$ cat src/rtl/mips_muldiv_ctrl.sv
// MIPS multiply/divide unit: 32-iteration shift-add / restoring divide
// with sign fixup, HI/LO registers and pipeline stall generation.
module mips_muldiv_ctrl #(
  parameter int DATA_WIDTH = 32
) (
  input  logic                  clk,
  input  logic                  rst,
  input  logic                  start,
  input  logic [1:0]            op,
  input  logic [DATA_WIDTH-1:0] rs_data,
  input  logic [DATA_WIDTH-1:0] rt_data,
  input  logic                  mthi,
  input  logic                  mtlo,
  input  logic [DATA_WIDTH-1:0] wr_data,
  input  logic                  rd_hi,
  input  logic                  rd_lo,
  input  logic                  flush,
  output logic                  busy,
  output logic                  stall,
  output logic                  done,
  output logic                  div_by_zero,
  output logic [DATA_WIDTH-1:0] hi,
  output logic [DATA_WIDTH-1:0] lo
);

  localparam int W  = DATA_WIDTH;
  localparam int CW = $clog2(W);

  typedef enum logic [1:0] {
    IDLE  = 2'd0,
    CALC  = 2'd1,
    FIXUP = 2'd2
  } state_e;

  state_e          state_q, state_d;
  logic [CW-1:0]   cnt_q, cnt_d;
  logic            is_div_q, is_div_d;
  logic            neg_a_q, neg_a_d;
  logic            neg_b_q, neg_b_d;
  logic [W-1:0]    a_q, a_d;
  logic [W-1:0]    b_q, b_d;
  logic [W-1:0]    rs_raw_q, rs_raw_d;
  logic [2*W-1:0]  prod_q, prod_d;
  logic [W-1:0]    hi_q, hi_d;
  logic [W-1:0]    lo_q, lo_d;
  logic            done_q, done_d;
  logic            dbz_q, dbz_d;

  logic            rs_neg, rt_neg;
  logic [W-1:0]    rs_mag, rt_mag;
  logic [W:0]      mul_sum;
  logic [W+1:0]    div_try;
  logic [2*W-1:0]  mul_res;
  logic [W-1:0]    quo, rem;

  always_comb begin
    rs_neg  = ~op[0] & rs_data[W-1];
    rt_neg  = ~op[0] & rt_data[W-1];
    rs_mag  = rs_neg ? -rs_data : rs_data;
    rt_mag  = rt_neg ? -rt_data : rt_data;
    mul_sum = {1'b0, prod_q[2*W-1:W]} + {1'b0, a_q};
    div_try = {1'b0, prod_q[2*W-1:W-1]} - {2'b00, b_q};
    mul_res = (neg_a_q ^ neg_b_q) ? -prod_q : prod_q;
    quo     = prod_q[W-1:0];
    rem     = prod_q[2*W-1:W];

    state_d  = state_q;
    cnt_d    = cnt_q;
    is_div_d = is_div_q;
    neg_a_d  = neg_a_q;
    neg_b_d  = neg_b_q;
    a_d      = a_q;
    b_d      = b_q;
    rs_raw_d = rs_raw_q;
    prod_d   = prod_q;
    hi_d     = hi_q;
    lo_d     = lo_q;
    done_d   = 1'b0;
    dbz_d    = 1'b0;

    unique case (state_q)
      IDLE: begin
        if (start && !flush) begin
          state_d  = CALC;
          cnt_d    = '0;
          is_div_d = op[1];
          neg_a_d  = rs_neg;
          neg_b_d  = rt_neg;
          a_d      = rs_mag;
          b_d      = rt_mag;
          rs_raw_d = rs_data;
          prod_d   = {{W{1'b0}}, op[1] ? rs_mag : rt_mag};
        end else begin
          if (mthi) hi_d = wr_data;
          if (mtlo) lo_d = wr_data;
        end
      end
      CALC: begin
        if (flush) begin
          state_d = IDLE;
        end else begin
          cnt_d = cnt_q + CW'(1);
          if (cnt_q == CW'(W-1)) state_d = FIXUP;
          if (!is_div_q) begin
            prod_d = prod_q[0] ? {mul_sum, prod_q[W-1:1]}
                               : {1'b0, prod_q[2*W-1:1]};
          end else if (div_try[W+1]) begin
            prod_d = {prod_q[2*W-2:0], 1'b0};
          end else begin
            prod_d = {div_try[W-1:0], prod_q[W-2:0], 1'b1};
          end
        end
      end
      FIXUP: begin
        state_d = IDLE;
        if (!flush) begin
          done_d = 1'b1;
          if (!is_div_q) begin
            hi_d = mul_res[2*W-1:W];
            lo_d = mul_res[W-1:0];
          end else if (b_q == '0) begin
            dbz_d = 1'b1;
            hi_d  = rs_raw_q;
            lo_d  = '1;
          end else begin
            lo_d = (neg_a_q ^ neg_b_q) ? -quo : quo;
            hi_d = neg_a_q ? -rem : rem;
          end
        end
      end
      default: state_d = IDLE;
    endcase
  end

  always_ff @(posedge clk) begin
    if (rst) begin
      state_q  <= IDLE;
      cnt_q    <= '0;
      is_div_q <= 1'b0;
      neg_a_q  <= 1'b0;
      neg_b_q  <= 1'b0;
      a_q      <= '0;
      b_q      <= '0;
      rs_raw_q <= '0;
      prod_q   <= '0;
      hi_q     <= '0;
      lo_q     <= '0;
      done_q   <= 1'b0;
      dbz_q    <= 1'b0;
    end else begin
      state_q  <= state_d;
      cnt_q    <= cnt_d;
      is_div_q <= is_div_d;
      neg_a_q  <= neg_a_d;
      neg_b_q  <= neg_b_d;
      a_q      <= a_d;
      b_q      <= b_d;
      rs_raw_q <= rs_raw_d;
      prod_q   <= prod_d;
      hi_q     <= hi_d;
      lo_q     <= lo_d;
      done_q   <= done_d;
      dbz_q    <= dbz_d;
    end
  end

  assign busy        = (state_q != IDLE);
  assign stall       = busy & (start | rd_hi | rd_lo | mthi | mtlo);
  assign done        = done_q;
  assign div_by_zero = dbz_q;
  assign hi          = hi_q;
  assign lo          = lo_q;

endmodule

$ cat config.mk
export PLATFORM = sky130hd
export DESIGN_NAME = mips_muldiv_ctrl
export DESIGN_NICKNAME = d
export VERILOG_FILES = /design/src/rtl/mips_muldiv_ctrl.sv
export SDC_FILE = /design/constraint.sdc
export NUM_CORES = 1
export LEC_CHECK = 0
export CAP_MARGIN = 10
export CORE_UTILIZATION = 30
export DETAILED_ROUTE_END_ITERATION = 8
export SYNTH_ARGS = -nofsm -noshare
export SYNTH_HDL_FRONTEND = slang
export SYNTH_SLANG_ARGS = --single-unit
$ cat constraint.sdc
create_clock -name clk -period 3.3 [get_ports clk]
set_clock_uncertainty 0.05 [all_clocks]
set_input_delay 0.33 -clock clk [delete_from_list [all_inputs] [get_ports clk]]
set_output_delay 0.33 -clock clk [all_outputs]
set_load 0.01 [all_outputs]
==> results of run 1 <==
registers in the layout, summed over array words and instances, names as in the netlist:
name	flops
rs_raw_q	31
done	1
is_div_q	1
neg_b_q	1
hi	32
div_by_zero	1
a_q	32
cnt_q	5
neg_a_q	1
b_q	32
lo	32
state_q	2
prod_q	64
power by group through the flow:
stage | registers (mW) | logic, mW | clock network [mW]
6_report | 3.17 | 2.35 | 3.45
5_1_grt | 3.18 | 2.51 | 3.59
4_1_cts | 3.17 | 2.30 | 3.47
3_5_place_dp | 3.23 | 2.29 | 0
3_3_place_gp | 3.22 | 2.27 | 0
2_1_floorplan | 3.18 | 1.25 | 0
per-layer routing:
layer	share of wire, %	up-vias
met4	3.7	6
met1	43	9714
li1	-	9342
met5	0.041	-
met2	45	890
met3	8.3	162
worst reg2reg max path: stages, from the launching register on:
cell and delay, ps:
dfxtp_1 310, or4_4 560, nor4_4 150, or4b_4 530
or4_4 560, and3_1 190, or4_1 470, o21ai_1 100
nand2_1 90, a21oi_2 150
cells in the final DEF, fill, tap and decap left out, drive strengths merged, types with 6 or more instances in the layout:
cell / instances
a21oi: 267
nand2: 254
buf: 253
nor2: 243
dfxtp: 235
clkdlybuf4s50: 171
o21ai: 160
a211oi: 106
xnor2: 98
xor2: 72
mux2i: 70
ha: 70
inv: 68
nor3: 59
a21o: 44
nand3: 41
clkbuf: 40
o211ai: 39
o221ai: 32
nor4: 30
o31ai: 27
a31oi: 26
or4: 22
nand2b: 21
nand4: 21
or3: 19
and3: 16
nor2b: 15
or2: 12
o21a: 12
and2: 12
o22ai: 12
o41ai: 12
o21bai: 10
o2111ai: 9
a22oi: 7
a32o: 7
clkinv: 7
a211o: 6
a21boi: 6
cell type report:
cell class	instances	area share (%)
well taps	765	4.22
multi-input cells	1924	53.4
flip-flops and latches	235	20.8
clock buffers	40	3.61
inverters	67	1.11
repair buffers	424	16.1
clock inverters	13	0.845
stage by stage:
stage | util, % | power (mW) | std cells | hold WS [ps]
6_report | 39.1 | 8.97 | 3468 | 88.9
4_1_cts | 39.0 | 8.94 | 3468 | 86.7
3_3_place_gp | 37.2 | 5.49 | 3415 | 395
3_5_place_dp | 37.2 | 5.51 | 3415 | 400
2_1_floorplan | - | 4.43 | 2414 | 383
5_1_grt | 39.1 | 9.28 | 3468 | 104
cell families (layout without fill, tap and decap cells):
| logic type | after synthesis | count (layout) | share of synthesized area, % |
|---|---|---|---|
| buf+inv | 255 | 544 | 5.47 |
| xor+xnor | 170 | 170 | 8.42 |
| flops | 235 | 235 | 26.6 |
| compound gates | 828 | 828 | 29.8 |
| simple gates | 781 | 781 | 20.4 |
| mux | 73 | 73 | 4.15 |
| fa+ha+maj | 72 | 72 | 5.18 |
how the worst max path moves through the flow:
stage                     from  slack (ps)         end
floorplan           prod_q[22]         170      hi[21]
global placement    rs_data[9]        -150  prod_q[24]
detailed placement  rs_data[9]        -100  prod_q[24]
CTS                 prod_q[32]          20  prod_q[59]
global route        prod_q[22]           4      hi[21]
finish              prod_q[22]          80      hi[21]
==> impl_summary.md, run 1 <==
Yosys
The async set-or-reset flop fraction in the synthesized netlist is 0%. When the netlist entered floorplanning its net count stood at about 2.6k. Summed over its instances, the top area cell type makes up 26.6% of the synthesized netlist area. The gate count of the mapped netlist is 2414. The total standard cell area after synthesis is 0.0177 sq mm.

Counting flops with a built-in enable in the synthesized netlist gives 0. The count of unique library cells instantiated by Yosys is 77. The Yosys warning count is 0.

After synthesis, the most frequently instantiated cells are a21oi_1, nand2_1, nor2_1. A synthesized cell averages 7.33 sq um. dfxtp_1 takes more of the synthesized area than any other cell.

For this run, the leading register cell type out of synthesis is dfxtp_1. Yosys instantiated no cell more often than a21oi_1. The number of storage elements in the synthesis netlist is ~240.

The sequential fraction of the synthesis area is 26.6%. Ranked by total cell area, the synthesized netlist is headed by dfxtp_1, a21oi_1, nand2_1.

CTS
The H-tree depth is 1. For the worst-skew pair, the clock arrives at the later sink with an insertion delay of 610 ps. The count of clock tree sinks is 235.

The number of hold buffers added after CTS is 0. The number of buffers created by CTS is 29. After clock tree synthesis, the clock-pin slew on the worst setup and hold paths is 60 ps. The maximum buffer depth of the clock tree is 3. The CTS tree is done. The number of setup buffers added after CTS is 0.

The clock tree root buffer cell is clkbuf_16. Once the clock tree was built, the resizer swapped 0 gates to a different size.

Worst setup path
STA classifies the critical path startpoint as a flip-flop. The largest fanout on the critical path is 4. Among cell families on the critical path, the largest total delay comes from simple AND/OR/NAND/NOR gates.

In this run the number of cells on the critical path is 9. Data arrives at the worst endpoint at 3720 ps. The path type of the worst setup path is reg -> reg. In this design, the stage delay of the slowest critical-path cell is between 500 and 600 ps. The worst flop-to-flop path endpoint is hi[21].

The origin of the critical flop-to-flop path is prod_q[22]. The slowest stage of the critical path belongs to the cell or4_4. The cell depth of the worst flop-to-flop path is 9. The signal on the critical path passes through or4_4 > nor4_4 > or4b_4 > or4_4 > and3_1 > or4_1 > o21ai_1 > nand2_1 > a21oi_2. The worst path required time is between 3000 and 4000 ps. The buffering stage count on the worst path with inverters included is 0. The worst setup slack for register-to-register paths is 80 ps. The most numerous cell type found on the critical path is or4_4. The critical path capture point type is a flip-flop.

Placement
The number of buffers added on ports is 173. The final estimated routing congestion in global placement is ~1. The final HPWL from detailed placement is ~64000 um. Prior to clock tree synthesis, the placed netlist has a worst setup slack of -95.9 ps.

In this run the cell area measured after placement is 0.0216 sq mm.

Routing
After detailed routing, the number of vias per cell comes to a little under 6. After detailed routing, the average wire length per cell comes to 23.4 um. The total DRC errors in the routed layout is 0. The number of violations reported at the end of detailed-routing iteration 0 is 2290. For this block, the via count after detailed routing is 20.1k. Before antenna repair, the detailed router went through 5 iterations.

The number of nets with antenna violations after detailed routing is 0. The routed design has about 80000 um of wire.

Global route
In the global route stage, overall resource usage came out at a little over a quarter. For met2 alone, demand over resource in global routing was 41.3%. The most heavily used metal layer in global routing is met2. The total overflow left after global routing is 0.

Global routing consumed, on the met3 layer, 4.66% of the routing resources. The met1 track demand over resource is 35.1%. Entering global routing, the biggest net connects 135 pins. The global-route wire length before repair is 118000 um. The number of antenna violations at the first check in global routing is 3. The via count of the first global-routing pass was 18.8k.

Timing
The number of hold violations in the final report came to 0. At the pin with the least slew margin, the transition time is 1100 ps. The final critical-path required period is between 3000 and 4000 ps. The final cycle utilization of the critical path is 97.7%. Setup repair after global routing left no endpoint under its margin. After routing, the total negative slack on setup checks comes to 0 ps. The number of max-slew violations in the final report is 0.

The final setup violation count is 0. The fmax is 0.310 GHz. The worst path meets setup with 76.7 ps of slack.

The relative max-transition margin is 26.9%.

Worst hold path
The path category of the worst min-delay check is in -> reg. Counting instances, the worst hold path has a depth of 2. The end point of the worst hold path is hi[20]. The startpoint identified for the worst hold timing path is rst.

Floorplanning
The count of boundary I/O pins is roughly 170. The die covers 0.0599 sq mm. The site row count is 88. The die is ~240 um wide. From bottom edge to top edge, the die measures 245 um. For this configuration, the core starts out at a cell density of 30.5%. The placeable core region is around 0.058 sq mm.

Layout
In the final design database the tool counted 2859 nets. Summing all flip-flop and latch instances after layout gives approximately 0.0047 sq mm. The area of the multi-input gates is 0.0121 sq mm. The post-route cell area is 0.0227 sq mm. The fraction of final layout cells sized beyond drive strength 1 is 12.7%.

From synthesis to final layout, the design area changed by 28.1%. The repair_antennas step left the layout with diodes totalling 0. The number of fillers in the final layout is 6005.

Power
Summed over all cells, the static leakage comes to 8.88 nW. The worst IR drop on VDD is 0.000441 V. The switching power of the nets is 2.96 mW. In this run the power density over the cells is 396 mW/mm^2. The clock network power share is 38.5%. Net switching is about a third of the power. The combinational group share of total power is approximately a quarter.

The share of power burned in registers is 35.4%. Cell internal power was estimated by the tool at 6.01 mW.

Flow run
Across the run, the number of max-cap violations was 0.

Status
The run finished with clean final reports.
Note: power is estimated with default switching activity, not from simulation.
==> run 2, diff against run 1 <==
HOLD_SLACK_MARGIN = 0.08   (was not set)
==> results of run 2 <==
The final DEF is identical to that of run 1; final timing and power are the same.
==> run 3, diff against run 2 <==
SETUP_SLACK_MARGIN = 0.15   (was not set)
==> run 3 against run 2 <==
- non-clock buffer count is 6 higher
- sequential share of layout area is 0.14 points lower
- final area is 0.97% higher
- combinational power hardly changed
- worst hold slack better by 5.6 ps
- clock power hardly changed
- utilization is 0.38 points higher
- wire length is 0.67% higher
- die area stayed put
- worst setup slack better by 9.1 ps
==> impl_summary.md, run 3 (synthesis results as in run 1) <==
Status
Outcome: finished, final reports clean (unchanged).

Floorplanning
The count of boundary I/O pins was 174 (unchanged). The starting density of the core was 30.5% (unchanged). The x dimension of the die is 245 um (unchanged). The die area is 0.0599 sq mm (unchanged). The die span in y is 245 um (unchanged).

The placeable core region came to 0.0580 sq mm (unchanged). The site row count is 88 (unchanged).

CTS
The clock-pin slew on the worst setup and hold paths is 60 ps (about the same). The clock insertion delay at the later pin of the skew report is 600 ps (was 610 ps). The number of buffers created by CTS was 29 (unchanged).

The count of clock tree sinks was 235 (unchanged). The clock tree root buffer cell is clkbuf_16 (unchanged). The H-tree depth is 1 (unchanged). The maximum buffer depth of the clock tree is 3 (unchanged).

The CTS tree was done (unchanged).

Placement
The placed cell count is 3415 (unchanged). The number of buffers added on ports came to 173 (unchanged). The final estimated routing congestion in global placement came to 1.01 (unchanged).

The placed cell area was 0.0216 sq mm (unchanged). The final HPWL from detailed placement is 64000 um (unchanged).

Timing
RSZ-0062 raised after global routing: yes (was no). The number of max-slew violations in the final report is 0 (unchanged). The relative max-transition margin was 26.6% (was 26.9%). The transition time at the pin with the least slew margin came to 1100 ps (about the same). The final critical-path required period is 3210 ps (was 3220 ps). The worst hold slack came to 94.5 ps (was 88.9 ps). The fmax was 0.311 GHz (was 0.310 GHz).

The number of hold violations in the final report was 0 (unchanged). The final setup violation count is 0 (unchanged). The total negative slack is 0 ps (unchanged). The final cycle utilization of the critical path is 97.4% (was 97.7%).

Power
The share of power burned in registers is 35.3% (was 35.4%). The switching power of the nets is 2.96 mW (about the same). The leakage power is 8.94 nW (was 8.88 nW). The total internal power came to 6.02 mW (was 6.01 mW). The combinational group share of total power is 26.4% (was 26.2%).

The switching part of the total is 32.9% (was 33.0%). The power density over the cells is 392 mW/mm^2 (was 396 mW/mm^2). The clock network power share is 38.3% (was 38.5%). The worst IR drop on VDD is 0.000438 V (was 0.000441 V).

Flow run
The number of max-cap violations came to 0 (unchanged).

Layout
The flip-flop count of the largest register after layout is 64 (unchanged). The area used by sequential logic in the layout was 0.00472 sq mm (was 0.00471 sq mm). The count of non-filler cells in the finished layout came to 3474 (was 3468). The number of nets at the end of the flow came to 2865 (was 2859).

The area of the multi-input gates is 0.0123 sq mm (was 0.0121 sq mm). The fraction of final layout cells sized beyond drive strength 1 is 14.4% (was 12.7%). Most frequent cells in the layout: a21oi_1, buf_4, nand2_1 (was a21oi_1, nand2_1, buf_4).

The area growth from synthesis to layout is 29.3% (was 28.1%). The number of diodes added for antenna fixing came to 0 (unchanged). The number of fillers in the final layout was 5984 (was 6005). The post-route cell area is 0.0229 sq mm (was 0.0227 sq mm).

The register bank with the most flops is prod_q (unchanged). The leading cell type in the layout, fill and taps excluded is a21oi_1 (unchanged).

Routing
The mean routed wirelength per cell is 23.6 um (was 23.4 um). The first-pass iteration count of the detailed router is 6 (was 5). The wire length reported by the detailed router is 81900 um (was 81300 um). The number of nets with antenna violations after detailed routing came to 0 (unchanged).

The number of vias per cell after detailed routing is 5.82 (was 5.80). The number of violations reported at the end of detailed-routing iteration 0 is 2199 (was 2290). The total DRC errors in the routed layout was 0 (unchanged). The via count is 20.2k (was 20.1k).

Worst setup path
Worst path cell trace: or4_4 > nor4_4 > or4b_4 > or4_4 > and3_1 > or4_1 > o21ai_1 > nand2_1 > a21oi_2 (unchanged). The worst path required time is 3790 ps (about the same). The critical path launch point type is a flip-flop (unchanged). The critical path capture point type is a flip-flop (unchanged). The cell repeated most along the worst path is or4_4 (unchanged). The data arrival time of the worst path is 3700 ps (was 3720 ps). The path type of the worst setup path is reg -> reg (unchanged). The largest fanout on the critical path was 4 (unchanged). The master of the slowest instance on the critical path is or4_4 (unchanged). The cell depth of the worst flop-to-flop path is 9 (unchanged).

The worst stage delay on the critical path came to 560 ps (about the same).

Global route
The all-layer global routing usage is 26.1% (was 26.0%). The number of antenna violations at the first check in global routing is 3 (unchanged). The maximum number of pins on one net before global-route repair is 135 (unchanged).

The global-route wire length before repair was 118000 um (about the same). The total overflow reported by the global router was 0 (unchanged). The via count of the first global-routing pass was 18.8k (about the same).

Worst hold path
The path category of the worst min-delay check is in -> reg (unchanged). The hold-critical path depth is 2 (unchanged).
[run 3: changes by cell type in the layout (fill, tap and decap cells not counted), moves of 3 or more]
cell,before,now
a211oi_1,105,101
a211oi_2,1,5
a21oi_1,265,262
buf_4,249,255
dfxtp_1,234,225
dfxtp_2,0,8
nand3_1,41,38
nand3_2,0,3
o21ai_0,154,147
o21ai_2,2,7
[run 3: metal layers]
layer	share of wire (%)	up-vias	GRT usage [%]
met2	45	880	41.3
met3	8.2	165	4.69
met1	43	9807	35.1
met4	3.8	6	9.56
met5	0.040	-	0
li1	-	9354	-
[run 3: worst max-delay path: cells and delay by family (launching register included)]
family	cells	cell delay, ps
DFF	1	310
AOI/OAI and AO/OA	2	240
and+or+nand+nor	7	2540
[run 3: layout make-up]
type | instances | share of cell area (%)
clock buffer | 40 | 3.57
clock inverter | 13 | 0.837
inverter | 67 | 1.10
multi-input combinational | 1924 | 53.6
sequential | 235 | 20.6
tap | 765 | 4.18
timing repair buffer | 430 | 16.1
[run 3: power by group through the flow]
| stage | clock [mW] | sequential [mW] | combinational (mW) |
|---|---|---|---|
| after floorplan | 0 | 3.18 | 1.25 |
| after global placement | 0 | 3.22 | 2.27 |
| after detailed placement | 0 | 3.23 | 2.29 |
| after CTS | 3.47 | 3.17 | 2.31 |
| after global routing | 3.59 | 3.18 | 2.53 |
| final | 3.44 | 3.17 | 2.37 |
[run 3: path summary, 6_finish.rpt]
path	start	endpoint	slack, ps
max	prod_q[22]	hi[21]	90
min	rst	hi[20]	90
max reg2reg	prod_q[22]	hi[21]	90
min reg2reg	lo[15]	lo[15]	410
[run 3: metrics by stage]
stage	util, %	power (mW)	worst slack (ps)
after CTS	39.0	8.94	79.5
after detailed placement	37.2	5.51	-95.9
after floorplan	-	4.43	168
after global routing	39.4	9.30	4.36
final	39.4	8.98	85.8
after global placement	37.2	5.49	-147
[run 3: what timing repair did]
item                       CTS  global route
hold endpoints to repair     0             0
gates resized for setup      7            64
pin swaps                    0            16
setup endpoints to repair   23            52
hold buffers                 0             0
setup buffers                0             6
